--- config.mk ---
export PLATFORM = sky130hd
export DESIGN_NAME = cv32e40p_tmr_scrub_ctrl
export DESIGN_NICKNAME = d
export VERILOG_FILES = /design/src/rtl/cv32e40p_tmr_scrub_ctrl_pkg.sv /design/src/rtl/cv32e40p_tmr_scrub_ctrl_fault_sel.sv /design/src/rtl/cv32e40p_tmr_scrub_ctrl.sv
export SDC_FILE = /design/constraint.sdc
export NUM_CORES = 1
export LEC_CHECK = 0
export ABC_AREA = 1
export CORE_AREA = 2 2 105 107
export DETAILED_ROUTE_END_ITERATION = 12
export DIE_AREA = 0 0 107 109
export GPL_TIMING_DRIVEN = 0
export SYNTH_ARGS = -nofsm -noshare
export SYNTH_HDL_FRONTEND = slang
export SYNTH_SLANG_ARGS = --single-unit
--- constraint.sdc ---
create_clock -name clk -period 5.35 [get_ports clk]
set_input_delay 0.535 -clock clk [delete_from_list [all_inputs] [get_ports clk]]
set_output_delay 0.535 -clock clk [all_outputs]
set_load 0.02 [all_outputs]
--- src/rtl/cv32e40p_tmr_scrub_ctrl_pkg.sv ---
// cv32e40p_tmr_scrub_ctrl_pkg: shared types and constants for the TMR scrub controller
package cv32e40p_tmr_scrub_ctrl_pkg;

    typedef enum logic [2:0] {IDLE, HALT, RESYNC, CHECK, FATAL} tmr_scrub_state_e;

    localparam logic [1:0] TMR_NO_MAJORITY   = 2'd3;
    localparam int         TMR_NUM_INSTANCES = 3;

    function automatic logic [TMR_NUM_INSTANCES-1:0] tmr_onehot(input logic [1:0] idx);
        return idx == TMR_NO_MAJORITY ? '0 : TMR_NUM_INSTANCES'(1) << idx;
    endfunction

endpackage

--- src/rtl/cv32e40p_tmr_scrub_ctrl_fault_sel.sv ---
// cv32e40p_tmr_fault_sel: lowest-index mismatching voter picks the replica to reload
module cv32e40p_tmr_fault_sel
    import cv32e40p_tmr_scrub_ctrl_pkg::*;
#(
    parameter int NUM_VOTERS = 22
) (
    input  logic [NUM_VOTERS-1:0]   mismatch_i,
    input  logic [2*NUM_VOTERS-1:0] faulty_replica_i,
    output logic                    any_o,
    output logic [1:0]              target_o
);

    always_comb begin
        target_o = TMR_NO_MAJORITY;
        for (int i = NUM_VOTERS - 1; i >= 0; i--)
            if (mismatch_i[i]) target_o = faulty_replica_i[2*i +: 2];
    end

    assign any_o = |mismatch_i;

endmodule

--- src/rtl/cv32e40p_tmr_scrub_ctrl.sv ---
// cv32e40p_tmr_scrub_ctrl: halts the core, reloads the minority CSR replica and re-checks
module cv32e40p_tmr_scrub_ctrl
    import cv32e40p_tmr_scrub_ctrl_pkg::*;
#(
    parameter int NUM_VOTERS    = 22,
    parameter int ERR_CNT_W     = 16,
    parameter int MAX_RETRY     = 3,
    parameter int RESYNC_CYCLES = 4,
    parameter int DRAIN_TIMEOUT = 64
) (
    input  logic                         clk,
    input  logic                         rst,
    input  logic                         enable_i,
    input  logic                         clr_i,
    input  logic [NUM_VOTERS-1:0]        mismatch_i,
    input  logic [2*NUM_VOTERS-1:0]      faulty_replica_i,
    output logic                         halt_req_o,
    input  logic                         halt_ack_i,
    output logic [TMR_NUM_INSTANCES-1:0] resync_en_o,
    output logic                         busy_o,
    output logic                         fatal_o,
    output logic [ERR_CNT_W-1:0]         err_cnt_o,
    output logic [1:0]                   last_replica_o
);

    localparam int TO_W = $clog2(DRAIN_TIMEOUT);
    localparam int RS_W = RESYNC_CYCLES > 1 ? $clog2(RESYNC_CYCLES) : 1;
    localparam int RT_W = $clog2(MAX_RETRY + 1);
    localparam logic [TO_W-1:0] TO_LAST = TO_W'(DRAIN_TIMEOUT - 1);
    localparam logic [RS_W-1:0] RS_LOAD = RS_W'(RESYNC_CYCLES - 1);
    localparam logic [RT_W-1:0] RT_LAST = RT_W'(MAX_RETRY - 1);

    tmr_scrub_state_e              state_q, state_d;
    logic [1:0]                    target_q, target_d, last_q, last_d, sel_target;
    logic [TO_W-1:0]               timeout_q, timeout_d;
    logic [RS_W-1:0]               resync_q, resync_d;
    logic [RT_W-1:0]               retry_q, retry_d;
    logic [ERR_CNT_W-1:0]          err_cnt_q, err_cnt_d;
    logic                          halt_q, halt_d, fatal_q, fatal_d, any_mm, err_inc;
    logic [TMR_NUM_INSTANCES-1:0]  resync_en_q, resync_en_d;

    cv32e40p_tmr_fault_sel #(.NUM_VOTERS(NUM_VOTERS)) u_fault_sel (
        .mismatch_i       (mismatch_i),
        .faulty_replica_i (faulty_replica_i),
        .any_o            (any_mm),
        .target_o         (sel_target)
    );

    always_ff @(posedge clk) begin
        if (rst) begin
            state_q     <= IDLE;
            target_q    <= '0;
            last_q      <= '0;
            timeout_q   <= '0;
            resync_q    <= '0;
            retry_q     <= '0;
            err_cnt_q   <= '0;
            halt_q      <= 1'b0;
            fatal_q     <= 1'b0;
            resync_en_q <= '0;
        end else begin
            state_q     <= state_d;
            target_q    <= target_d;
            last_q      <= last_d;
            timeout_q   <= timeout_d;
            resync_q    <= resync_d;
            retry_q     <= retry_d;
            err_cnt_q   <= err_cnt_d;
            halt_q      <= halt_d;
            fatal_q     <= fatal_d;
            resync_en_q <= resync_en_d;
        end
    end

    always_comb begin
        state_d   = state_q;
        target_d  = target_q;
        last_d    = last_q;
        timeout_d = timeout_q;
        resync_d  = resync_q;
        retry_d   = retry_q;
        err_inc   = 1'b0;
        case (state_q)
            IDLE: if (enable_i && any_mm) begin
                target_d  = sel_target;
                timeout_d = '0;
                retry_d   = '0;
                state_d   = sel_target == TMR_NO_MAJORITY ? FATAL : HALT;
            end
            HALT: begin
                timeout_d = timeout_q + 1'b1;
                if (halt_ack_i) begin
                    state_d  = RESYNC;
                    resync_d = RS_LOAD;
                end else if (timeout_q == TO_LAST) begin
                    state_d = FATAL;
                end
            end
            RESYNC: begin
                resync_d = resync_q - 1'b1;
                if (resync_q == '0) state_d = CHECK;
            end
            CHECK: if (!any_mm) begin
                state_d = IDLE;
                err_inc = 1'b1;
                last_d  = target_q;
            end else begin
                retry_d = retry_q + 1'b1;
                if (retry_q == RT_LAST) begin
                    state_d = FATAL;
                end else begin
                    target_d = sel_target;
                    resync_d = RS_LOAD;
                    state_d  = sel_target == TMR_NO_MAJORITY ? FATAL : RESYNC;
                end
            end
            FATAL: if (clr_i) state_d = IDLE;
            default: state_d = IDLE;
        endcase
    end

    // Outputs are decoded from the next state so every port comes straight off a flop.
    always_comb begin
        halt_d      = state_d inside {HALT, RESYNC, CHECK};
        fatal_d     = state_d == FATAL;
        resync_en_d = state_d == RESYNC ? tmr_onehot(target_d) : '0;
        err_cnt_d   = clr_i ? '0 : err_cnt_q + ERR_CNT_W'(err_inc && !(&err_cnt_q));
    end

    assign halt_req_o     = halt_q;
    assign busy_o         = halt_q;
    assign fatal_o        = fatal_q;
    assign resync_en_o    = resync_en_q;
    assign err_cnt_o      = err_cnt_q;
    assign last_replica_o = last_q;

endmodule
=== Yosys cells after proc, flatten, opt, wreduce, memory -nomap -nowiden ===
Cells that the tools add are included.

* Output and inout bits: 24
* Register bits after elaboration: 38
* Word-level logic and storage cells: 97

* Bitwise logic cells: 2
* $add $sub $neg: 4
* Multiplexer cells: 47
* Equality and inequality tests: 16
* Shift-type cells: 1
* Reductions and logical operators: 17

{| class="wikitable"
|+ Operators with widths
! cell !! count
|-
| 2-bit two-way mux || 30
|-
| 3-bit two-way mux || 9
|-
| 22-bit OR reduction || 1
|-
| 16-bit by 1-bit adder with 16-bit output || 1
|-
| 16-bit AND reduction || 1
|-
| 3-bit case mux with 5 select lines || 1
|-
| 3-bit by 2-bit == test with 1-bit output (second input constant) || 4
|-
| 6-bit case mux with 2 select lines || 1
|-
| 2-bit != test (second input constant) || 4
|-
| 2-bit case mux with 2 select lines || 2
|-
| 6-bit by 1-bit adder with 6-bit output (second input constant) || 1
|-
| 2-bit == test (second input constant) || 3
|-
| 3-bit by 1-bit == test with 1-bit output (second input constant) || 2
|-
| 3-bit == test (second input constant) || 2
|-
| 6-bit == test (second input constant) || 1
|-
| 6-bit two-way mux || 1
|-
| 2-bit case mux with 3 select lines || 1
|-
| 3-bit nonzero test || 2
|-
| 2-bit AND reduction || 2
|-
| 4-bit AND reduction || 1
|-
| 2-bit nonzero test || 2
|-
| 3-bit zero test || 1
|-
| 3-bit AND reduction || 1
|-
| 3-bit OR reduction || 1
|-
| 9 further kinds || 12
|}

=== Logic depth before layout (Yosys ltp) ===
Gate-level depths: netlist of run 1.

* Word-level depth: 30
* Depth in mapped cells: 28

=== Cells and area by module ===
A second synthesis of run 1 with hierarchy kept.

* Cell total of the unflattened synthesis: 380
* Area, all modules: 2,346.0 sq um

{| class="wikitable"
|+ Modules (own cells, without submodules)
! module !! instances !! area each (sq um) !! seq. area each (sq um) !! cells an instance
|-
| cv32e40p_tmr_scrub_ctrl || 1 || 1,808.0 || 760.7 || 266
|-
| cv32e40p_tmr_fault_sel || 1 || 538.0 || 0.0 || 114
|}

=== Worst setup path after synthesis of run 1 ===
Ideal clock, no wire load.

* Path type: input to register
* Start point: input port mismatch_i[21]
* End point: register err_cnt_q[15], in the netlist err_cnt_o[15]
* Setup slack: 2.009 ns
* Stages on the path: 18
* Setup time: 0.079 ns
* Data arrival time: 3.262 ns
* Buffers on the path: 0
* Cell sequence: or4_1 -> nor2_1 -> nand4_2 -> nor2_1 -> inv_1 -> a41oi_1 -> ha_1 -> nand3_1 -> nor2_1 -> nand2_1 -> nor3_1 -> nand3_1 -> nor2_1 -> and3_1 -> nand2_1 -> nor2_1 -> a21oi_1 -> nor3_1

* Longest elaborated chain between the ends: 5

{| class="wikitable"
|+ Ends and longest elaborated chain
! element !! line !! RTL
|-
| start, declared || cv32e40p_tmr_scrub_ctrl.sv:15 || <nowiki>input logic [NUM_VOTERS-1:0] mismatch_i,</nowiki>
|-
| 22-bit OR reduction || cv32e40p_tmr_scrub_ctrl_fault_sel.sv:19 || <nowiki>assign any_o = |mismatch_i;</nowiki>
|-
| 1-bit two-way mux || cv32e40p_tmr_scrub_ctrl.sv:103 || <nowiki>CHECK: if (!any_mm) begin</nowiki>
|-
| 1-bit two-way mux || cv32e40p_tmr_scrub_ctrl.sv:83 || <nowiki>case (state_q)</nowiki>
|-
| 1-bit logical AND || cv32e40p_tmr_scrub_ctrl.sv:127 || <nowiki>err_cnt_d = clr_i ? '0 : err_cnt_q + ERR_CNT_W'(err_inc && !(&err_cnt_q));</nowiki>
|-
| 16-bit by 1-bit adder with 16-bit output || cv32e40p_tmr_scrub_ctrl.sv:127 ||
|-
| end signal, assigned || cv32e40p_tmr_scrub_ctrl.sv:68 || <nowiki>err_cnt_q <= err_cnt_d;</nowiki>
|-
| end, declared || cv32e40p_tmr_scrub_ctrl.sv:38 || <nowiki>logic [ERR_CNT_W-1:0] err_cnt_q, err_cnt_d;</nowiki>
|}

Every way passes these cells.
A chain may end at the register's enable or synchronous reset.

=== Worst setup path in the final report of run 1 ===
* Start point: input port mismatch_i[19]
* End point: register err_cnt_q[15], in the netlist err_cnt_o[15]

Same word-level chain as after synthesis.

==> results of run 1 <==
[how the worst max path moves through the flow]
stage                              start       endpoint  slack [ps]  depth (start not counted)
after floorplan           mismatch_i[21]  err_cnt_o[15]        2010                         18
after global placement    mismatch_i[19]  err_cnt_o[15]         980                         19
final                     mismatch_i[19]  err_cnt_o[15]        1170                         19
after detailed placement  mismatch_i[19]  err_cnt_o[15]         900                         19
after CTS                 mismatch_i[19]  err_cnt_o[15]        1180                         19
after global routing      mismatch_i[19]  err_cnt_o[15]         750                         19
[state kept, by name (all words and copies together) (netlist names)]
signal / cells
busy_o: 1
err_cnt_o: 16
fatal_o: 1
last_replica_o: 2
resync_en_o: 3
resync_q: 2
retry_q: 2
state_q: 3
target_q: 2
timeout_q: 6
[per-layer routing]
| layer | routed length, um | vias up | GRT usage [%] |
|---|---|---|---|
| met5 | 0 | - | 0 |
| met2 | 3392 | 41 | 21.29 |
| li1 | - | 1441 | - |
| met3 | 241 | 7 | 1.733 |
| met4 | 75 | 0 | 2.876 |
| met1 | 3037 | 1151 | 14.62 |
[power by group through the flow]
stage | clock network, mW | registers [mW] | logic [mW]
6_report | 0.204 | 0.305 | 0.208
5_1_grt | 0.223 | 0.307 | 0.235
4_1_cts | 0.213 | 0.305 | 0.209
3_5_place_dp | 0 | 0.312 | 0.208
3_3_place_gp | 0 | 0.312 | 0.205
2_1_floorplan | 0 | 0.313 | 0.116
[worst max-delay path, stage by stage]
cell and delay (ps):
clkdlybuf4s50_1 500, or4_1 500, nor2_1 140, nand4_2 190
nor2_1 380, inv_1 160, a41oi_1 210, ha_1 210
nand3_1 110, nor2_1 120, nand2_1 90, nor3_1 270
nand3_1 160, nor2_1 150, and3_1 220, nand2_1 80
nor2_1 130, a21oi_1 80, nor3_1 130
[Yosys cell counts (all sizes together) (2+ instances only)]
master	n	area, um2
nand2	111	436.7
inv	70	262.8
nor2	50	200.2
dfxtp	38	760.7
a21oi	28	151.4
nor3	26	135.1
o21ai	19	95.09
nand3	14	70.07
ha	5	62.56
a221oi	3	26.28
clkinv	3	11.26
nand3b	3	22.52
nand4	3	25.02
xor2	3	26.28
a211oi	2	15.01
and3	2	12.51
clkbuf	2	7.510
nor4	2	12.51
[logic make-up after synthesis]
family	after synthesis	synth area share, %
xor gates and xnor gates	4	1.465
adders and majority gates	5	2.615
AOI/OAI and AO/OA	56	13.23
buffers and inverters	76	12.08
DFF	38	31.80
and+or+nand+nor	213	38.81
[area by class of cell]
| type | count | area share (%) |
|---|---|---|
| Inverter | 73 | 7.625 |
| Sequential cell | 38 | 21.17 |
| Tap cell | 140 | 4.875 |
| Buffer | 3 | 0.4178 |
| Clock buffer | 6 | 2.298 |
| Multi-Input combinational cell | 278 | 37.36 |
| Clock inverter | 2 | 0.3482 |
| Timing Repair Buffer | 93 | 25.91 |
[through the flow]
stage | hold WS [ps] | utilization (%) | instances | power, mW
3_5_place_dp | 464.4 | 33.00 | 625 | 0.5203
5_1_grt | 518.9 | 33.89 | 633 | 0.7645
3_3_place_gp | 453.9 | 33.00 | 625 | 0.5169
2_1_floorplan | 439.9 | - | 392 | 0.4295
4_1_cts | 475.2 | 33.89 | 633 | 0.7275
6_report | 473.0 | 33.89 | 633 | 0.7168
==> impl_results.md, run 1 <==
* Via count at 2640
* Psw at 0.2170 mW
* Pre-CTS WS at 899.3 ps
* GRT Total Usage at 11.74%
* Mapped cell area at 2392 um2
* Final net count at 568
* Max frequency at 239.5 MHz
* DRT antenna net count at 0
* Slew margin rel. at 37.63%
* Layout filler cell count at 1128
* Core Rows at 38
* N_diodes at 0
* Net count after synthesis at 468
* Final setup margin at 1174 ps
* WHS Path Cells at 1
* CTS Buf Count at 5
* Unrepaired setup endpoints after global routing: no
* Hold endpoint: retry_q[0]
* Number of synthesized register bits at 38
* Die area at 11660 um2
* Final setup fails at 0
* Routed WL per cell at 10.66 um
* Reg2reg end: err_cnt_o[15]
* Layout cell share with drive strength beyond 1 at 5.071%
* Root Buffer: clkbuf_8
* Internal power at 0.4998 mW
* Iter 0 DRT Violations at 104
* Starting Density at 22.56%
* Area Overhead vs Synth at 50.21%
* Sw Ratio at 30.27%
* Clk pwr share at 28.4%
* Count of cell types in the netlist at 35
* # clock sinks at 38
* Detailed Place HPWL at 5670 um
* Worst EP arrival at 4370 ps
* Commonest non-fill, non-tap cell in the layout: nand2_1
* Comb pwr share at 29.0%
* Slew Limit Fails at 0
* Outcome: finished, final reports clean
* Flop pwr share at 42.6%
* Syn Inst Count at 392
* Vias per cell at 4.171
* Die height at 109 um
* Port Buffer Count at 93
* Final WL at 6746 um
* R2R cell count at 17
* Die span in x at 107 um
* Crit path time final at 4176 ps
* Worst R2R Setup Slack at 1640 ps
* Drt drc at 0
* Initial antenna violation count at 0
* Clk_skew at 14.03 ps
* Setup TNS at 0 ps
* Crit path launch type: primary input
* TritonCTS clock tree: yes
* FF+latch area at 760.7 um2
* Hold Crit Start: retry_q[0]
* Post-CTS Resized at 0
* Setup bufs post-CTS at 0
* Design Area, Final at 3593 um2
* Area of the multi-input gates at 1343 um2
* First drt pass iteration count at 4
* Fin. Hold Viols at 0
* Final Cycle Share at 78.05%
* Avg Inst Size Synth at 6.103 um2
* Maxcap violations at 0
* Vias in the first global route at 2454
* First-pass GRT wire length at 11080 um
* P per Cell Area at 199.5 nW/um2
* Worst skew pair latency at 290 ps
* Synth warn at 0
* Clk slew on worst S/H paths at 80 ps
* CP Class: in2reg
* Hold buffers post-CTS at 0
* Clk buf depth at 2
* Critical Path RT at 5550 ps
* Largest net degree at the start of global routing at 13
* Peak supply drop at 0.0001089 V
* Async S/R FF share, synth at 0%
* Ys flop type: dfxtp_1
* Io pins at 95
* CORE AREA at 10600 um2
* CTS H-tree lvls at 2
* CP Capture Type: flip-flop
* Post-synth EDFFs at 0
* Most frequent cells in the layout: nand2_1 (107), clkdlybuf4s50_1 (93), inv_1 (65), nor2_1 (47), dfxtp_1 (38)
* Max FO, Critical Path at 6
* Worst r2r src: state_q[2]
* Gr ovfl total at 0
* Pleak at 1.492 nW
* Hold WC Path Type: reg2reg
* GP Congestion at 0.8612
* Share of the yosys chip area belonging to registers at 31.80%
* Post-Place Cell Area at 3498 um2
* Tightest Pin Transition at 928.5 ps
Note: power is estimated with default switching activity, not from simulation.
==> run 2, diff against run 1 <==
==> constraint.sdc (replaced) <==
create_clock -name clk -period 3.8 [get_ports clk]
set_input_delay 0.38 -clock clk [delete_from_list [all_inputs] [get_ports clk]]
set_output_delay 0.38 -clock clk [all_outputs]
set_load 0.02 [all_outputs]
==> run 2 against run 1 <==
Against the previous run:
- non-clock buffer count rose by 3
- largest power group unchanged
- critical path depth did not move
- first-iteration DRC count rose by 4.8%
==> impl_results.md, run 2 (synthesis results as in run 1) <==
* Slew margin rel. at 36.97% (-0.66 points)
* Vias per cell at 4.182 (+0.28%)
* Vias in the first global route at 2451 (-0.12%)
* Hold WC Path Type: reg2reg
* WL met3 at 196 um (-19%)
* Most frequent cells in the layout: nand2_1 (107), clkdlybuf4s50_1 (91), inv_1 (65), nor2_1 (44), dfxtp_1 (38)
* First-pass GRT wire length at 11070 um (-0.13%)
* TritonCTS clock tree: yes
* Starting Density at 22.56% (unchanged)
* CTS H-tree lvls at 2 (unchanged)
* Largest net degree at the start of global routing at 13 (unchanged)
* Final WL at 6761 um (+0.22%)
* First drt pass iteration count at 4 (unchanged)
* Final Cycle Share at 93.82%
* CORE AREA at 10600 um2 (unchanged)
* Io pins at 95 (unchanged)
* Commonest non-fill, non-tap cell in the layout: nand2_1
* CTS Buf Count at 5 (unchanged)
* Fin. Hold Viols at 0 (unchanged)
* Clk_skew at 12.61 ps (-1.415 ps)
* Iter 0 DRT Violations at 109 (+4.8%)
* Pleak at 1.530 nW (+2.5%)
* GRT Total Usage at 11.73% (-0.013 points)
* Detailed Place HPWL at 5670 um (unchanged)
* Routed WL per cell at 10.63 um (-0.25%)
* Layout cell share with drive strength beyond 1 at 7.056% (+2.0 points)
* Final net count at 571 (+0.53%)
* Crit path time final at 3565 ps
* Die span in x at 107 um (unchanged)
* Hold buffers post-CTS at 0 (unchanged)
* Layout Utilization at 34.58% (+0.68 points)
* Worst EP arrival at 3760 ps (-610 ps)
* Maxcap violations at 0 (unchanged)
* Die area at 11660 um2 (unchanged)
* Slew Limit Fails at 0 (unchanged)
* Critical Path RT at 4000 ps (-1550 ps)
* Tightest Pin Transition at 938.2 ps (+9.756 ps)
* Clk buf depth at 2 (unchanged)
* Top layer reached by signal wires: met4
* Worst skew pair latency at 290 ps (about the same)
* Max FO, Critical Path at 3 (-3)
* DR WL met2 at 3399 um (+0.21%)
* P per Cell Area at 275.8 nW/um2 (+38%)
* Die height at 109 um (unchanged)
* Area Overhead vs Synth at 53.24%
* Final setup fails at 0 (unchanged)
* Peak supply drop at 0.0001523 V (+40%)
* M1 wire length at 3096 um (+1.9%)
* Pre-CTS WS at -495.7 ps (-1395 ps)
* Gr ovfl total at 0 (unchanged)
* Crit path launch type: primary input
* # clock sinks at 38 (unchanged)
* Largest register FFs at 16 (unchanged)
* DRT antenna net count at 0 (unchanged)
* Core Rows at 38 (unchanged)
* CP Class: in2reg
* Initial antenna violation count at 0 (unchanged)
* Outcome: finished, final reports clean
* Root Buffer: clkbuf_8
* Final setup margin at 234.8 ps (-939.2 ps)
* N_diodes at 0 (unchanged)
* GP Congestion at 0.8612 (unchanged)
* CP Capture Type: flip-flop
* Max frequency at 280.5 MHz
* Drt drc at 0 (unchanged)
* Port Buffer Count at 93 (unchanged)
* Via count at 2660 (+0.76%)
* Clk slew on worst S/H paths at 80 ps (about the same)
-- run 2: changes by cell type in the layout (fill, tap and decap cells not counted), moves of 2 or more --
cell,delta
nor2_4,+2
dlymetal6s2s_1,+2
buf_4,+3
nor2_1,-3
clkdlybuf4s50_1,-2
-- run 2: stage by stage --
step	TNS, ps	instances	instance area [um2]	hold slack [ps]	total power [mW]
floorplan	0	392	2392	439.9	0.6047
global placement	-1289	625	3498	453.9	0.7278
detailed placement	-1574	625	3498	464.4	0.7325
CTS	0	633	3606	475.5	1.024
global route	-0.9321	636	3666	518.2	1.077
finish	0	636	3666	472.6	1.011
-- run 2: path summary, 6_finish.rpt --
path	slack, ps	from	end	depth (start not counted)
min	470	retry_q[0]	retry_q[0]	1
max	230	mismatch_i[21]	err_cnt_o[15]	19
max reg2reg	460	state_q[2]	err_cnt_o[15]	17
min reg2reg	470	retry_q[0]	retry_q[0]	1
-- run 2: metal layers --
layer  global-route usage [%]  up-vias
li1                         -     1448
met1                    14.59     1175
met2                    21.29       31
met3                    1.733        6
met4                    2.876        0
met5                        0        -
-- run 2: report_power, final --
| group | internal [mW] | switching [mW] |
|---|---|---|
| registers | 0.418 | 0.0119 |
| logic | 0.140 | 0.154 |
| clock network | 0.146 | 0.141 |
-- run 2: repair_timing --
item / in CTS / in global routing
pin swaps: 0 / 6
gates resized for setup: 3 / 9
setup buffers: 0 / 3
gates cloned: 0 / 0
setup endpoints to repair: 3 / 5
-- run 2: final cells by class --
type,instances,area (um2)
Timing Repair Buffer,96,958.4
Buffer,3,15.01
Clock buffer,6,82.58
Fill cell,1124,6937
Tap cell,140,175.2
Inverter,73,274.0
Sequential cell,38,760.7
Clock inverter,2,12.51
Multi-Input combinational cell,278,1388
-- run 2: critical path, stage by stage --
cell,delay [ps]
clkdlybuf4s50_1,450
or4_4,560
nor2_4,140
nand4_4,110
nor2_4,150
inv_1,100
a41oi_2,170
ha_2,200
nand3_1,110
nor2_1,120
nand2_1,100
nor3_2,240
nand3_1,140
nor2_1,160
and3_1,220
nand2_1,80
nor2_1,120
a21oi_1,80
nor3_1,130
==> run 3, diff against run 2 <==
--- a/config.mk
+++ b/config.mk
@@ -6,10 +6,12 @@
 export NUM_CORES = 1
 export LEC_CHECK = 0
 export ABC_AREA = 1
-export CORE_AREA = 2 2 105 107
+export CORE_AREA = 2 2 81 83
+export CTS_CLUSTER_DIAMETER = 80
 export DETAILED_ROUTE_END_ITERATION = 12
-export DIE_AREA = 0 0 107 109
+export DIE_AREA = 0 0 83 85
 export GPL_TIMING_DRIVEN = 0
+export PLACE_DENSITY = 0.76
 export SYNTH_ARGS = -nofsm -noshare
 export SYNTH_HDL_FRONTEND = slang
 export SYNTH_SLANG_ARGS = --single-unit
==> run 3 against run 2 <==
Against the previous run:
- sequential power barely moved
- largest power group unchanged
- utilization increased by 23 points
- maximum frequency up 0.31%
- cell count decreased by 10%
- register-to-register slack got worse by 20 ps
- first-iteration DRC count down 23%
- total power rose by 12%
- sequential share of layout area rose by 0.45 points
- clock skew down 9.8 ps
- critical path depth did not move
==> impl_results.md, run 3 (synthesis results as in run 1) <==
* Pleak at 1.525 nW (-0.30%)
* Clk buf depth at 2 (unchanged)
* Reg2reg end: err_cnt_o[15]
* Hold endpoint: retry_q[0]
* R2R cell count at 18 (+1)
* CP Class: in2reg
* Worst R2R Setup Slack at 440 ps (-20 ps)
* CP Capture Type: flip-flop
* Clk slew on worst S/H paths at 80 ps (about the same)
* Setup TNS at 0 ps (unchanged)
* Comb pwr share at 26.2% (-2.9 points)
* Initial antenna violation count at 0 (unchanged)
* Via count at 2710 (+1.9%)
* Final WL at 6758 um (about the same)
* Commonest non-fill, non-tap cell in the layout: nand2_1
* Flop pwr share at 37.8% (-4.7 points)
* Largest register FFs at 16 (unchanged)
* Routed WL per cell at 11.84 um (+11%)
* Layout filler cell count at 577 (-49%)
* Crit path time final at 3554 ps (-11.14 ps)
* Slew Limit Fails at 0 (unchanged)
* Layout cell share with drive strength beyond 1 at 5.870% (-1.2 points)
* Crit path largest cell delay at 560 ps (about the same)
* P per Cell Area at 316.6 nW/um2 (+15%)
* CTS H-tree lvls at 2 (unchanged)
* GRT Total Usage at 18.79% (+7.1 points)
* Peak supply drop at 0.0003724 V (+140%)
* Critical Path RT at 4010 ps (about the same)
* Vias per cell at 4.746 (+13%)
* Vias in the first global route at 2551 (+4.1%)
* Drt drc at 0 (unchanged)
* Hold WC Path Type: reg2reg
* TritonCTS clock tree: yes
* Layout Utilization at 57.83% (+23 points)
* # clock sinks at 38 (unchanged)
* Worst EP arrival at 3770 ps (about the same)
* Placed cells at 562 (-10%)
* WHS Path Cells at 1 (unchanged)
* Largest net degree at the start of global routing at 14 (+1)
* Sw Ratio at 27.73% (-2.7 points)
* Maxcap violations at 0 (unchanged)
* CORE AREA at 6205 um2 (-41%)
* Most frequent cells in the layout: nand2_1 (107), clkdlybuf4s50_1 (93), inv_1 (65), nor2_1 (45), dfxtp_1 (38)
* Fin. Hold Viols at 0 (unchanged)
* Gr ovfl total at 0 (unchanged)
* Crit-path most repeated cell: nor2_1
* Die area at 7055 um2 (-40%)
* Critical path's slowest cell: or4_1
* Unrepaired setup endpoints after global routing: no
* Core Rows at 29 (-24%)
* First-pass GRT wire length at 11040 um (-0.24%)
* Internal power at 0.8211 mW (+17%)
* First drt pass iteration count at 4 (unchanged)
* GP Congestion at 0.8648 (+0.42%)
* Tightest Pin Transition at 907.9 ps (-30.32 ps)
* CTS Buf Count at 5 (unchanged)
* Max frequency at 281.4 MHz (+0.31%)
* Final net count at 569 (-0.35%)
* Hold buffers post-CTS at 0 (unchanged)
* Detailed Place HPWL at 5501 um (-3.0%)
* N_diodes at 0 (unchanged)
* Non-filler instance count after layout at 571 (-10%)
* DRT antenna net count at 0 (unchanged)
* Die height at 85 um (-22%)
* Slew margin rel. at 39.01% (+2.0 points)
* Psw at 0.3150 mW (+2.5%)
* Starting Density at 38.56% (+16 points)
* Outcome: finished, final reports clean
* Final setup fails at 0 (unchanged)
* Clk_skew at 2.838 ps (-9.776 ps)
* Io pins at 95 (unchanged)
* Port Buffer Count at 93 (unchanged)
* Worst path top cell family by delay: simple AND/OR/NAND/NOR gates
* Total power at 1.136 mW (+12%)
* Clk pwr share at 36.1% (+7.7 points)
* Final Cycle Share at 93.53% (-0.29 points)
* CP bufs+invs at 2 (unchanged)
* CP Depth at 19 (unchanged)
* Die span in x at 83 um (-22%)
* Area Overhead vs Synth at 50.00%
* Worst r2r src: state_q[1]
* Max FO, Critical Path at 6 (+3)
* Hold Crit Start: retry_q[0]
* Crit path launch type: primary input
* Iter 0 DRT Violations at 84 (-23%)
* Worst skew pair latency at 290 ps (about the same)
* Crit-path cells: clkdlybuf4s50_1 > or4_1 > nor2_2 > nand4_4 > nor2_4 > inv_1 > a41oi_1 > ha_1 > nand3_1 > nor2_1 > nand2_1 > nor3_2 > nand3_1 > nor2_1 > and3_1 > nand2_1 > nor2_1 > a21oi_1 > nor3_1
* Root Buffer: clkbuf_8
## run 3: cell type report
class	instances	area, um2	area share (%)
well taps	77	96.34	2.685
inverters	73	274.0	7.636
flip-flops and latches	38	760.7	21.20
repair buffers	94	938.4	26.15
clock inverters	3	68.82	1.918
plain buffers	3	15.01	0.4184
clock buffers	5	68.82	1.918
multi-input cells	278	1366	38.08
## run 3: per-layer routing
layer / track usage (%) / vias to the layer above / part of all wire [%]
met1: 23.38 / 1194 / 47
li1: - / 1444 / -
met3: 3.113 / 4 / 3.8
met4: 4.471 / 0 / 0.67
met2: 34.02 / 68 / 49
met5: 0 / - / 0
## run 3: worst max path at each step
| stage | start | endpoint | slack [ps] |
|---|---|---|---|
| CTS | mismatch_i[21] | err_cnt_o[15] | 40 |
| global route | mismatch_i[19] | err_cnt_o[15] | 2 |
| detailed placement | mismatch_i[21] | err_cnt_o[15] | -400 |
| floorplan | mismatch_i[21] | err_cnt_o[15] | 610 |
| finish | mismatch_i[21] | err_cnt_o[15] | 250 |
| global placement | mismatch_i[20] | err_cnt_o[15] | -320 |
## run 3: what timing repair did
| action | CTS | global route |
|---|---|---|
| setup buffers | 0 | 1 |
| gates resized for setup | 2 | 3 |
| endpoints found under the setup margin | 2 | 3 |
| cloned | 0 | 0 |
| pin swaps | 0 | 1 |
## run 3: metrics by stage
stage	instance area, um2	worst slack [ps]	hold WS [ps]
after floorplan	2392	614.5	439.9
after global placement	3420	-318.3	453.0
after detailed placement	3420	-395.0	464.0
after CTS	3565	36.15	479.1
after global routing	3588	1.825	511.8
final	3588	246.0	481.5
## run 3: power by group through the flow
stage	Combinational, mW	Clock (mW)	Sequential [mW]
final	0.297	0.410	0.429
after global routing	0.332	0.433	0.432
after CTS	0.296	0.415	0.429
after detailed placement	0.293	0	0.438
after global placement	0.288	0	0.438
after floorplan	0.163	0	0.441
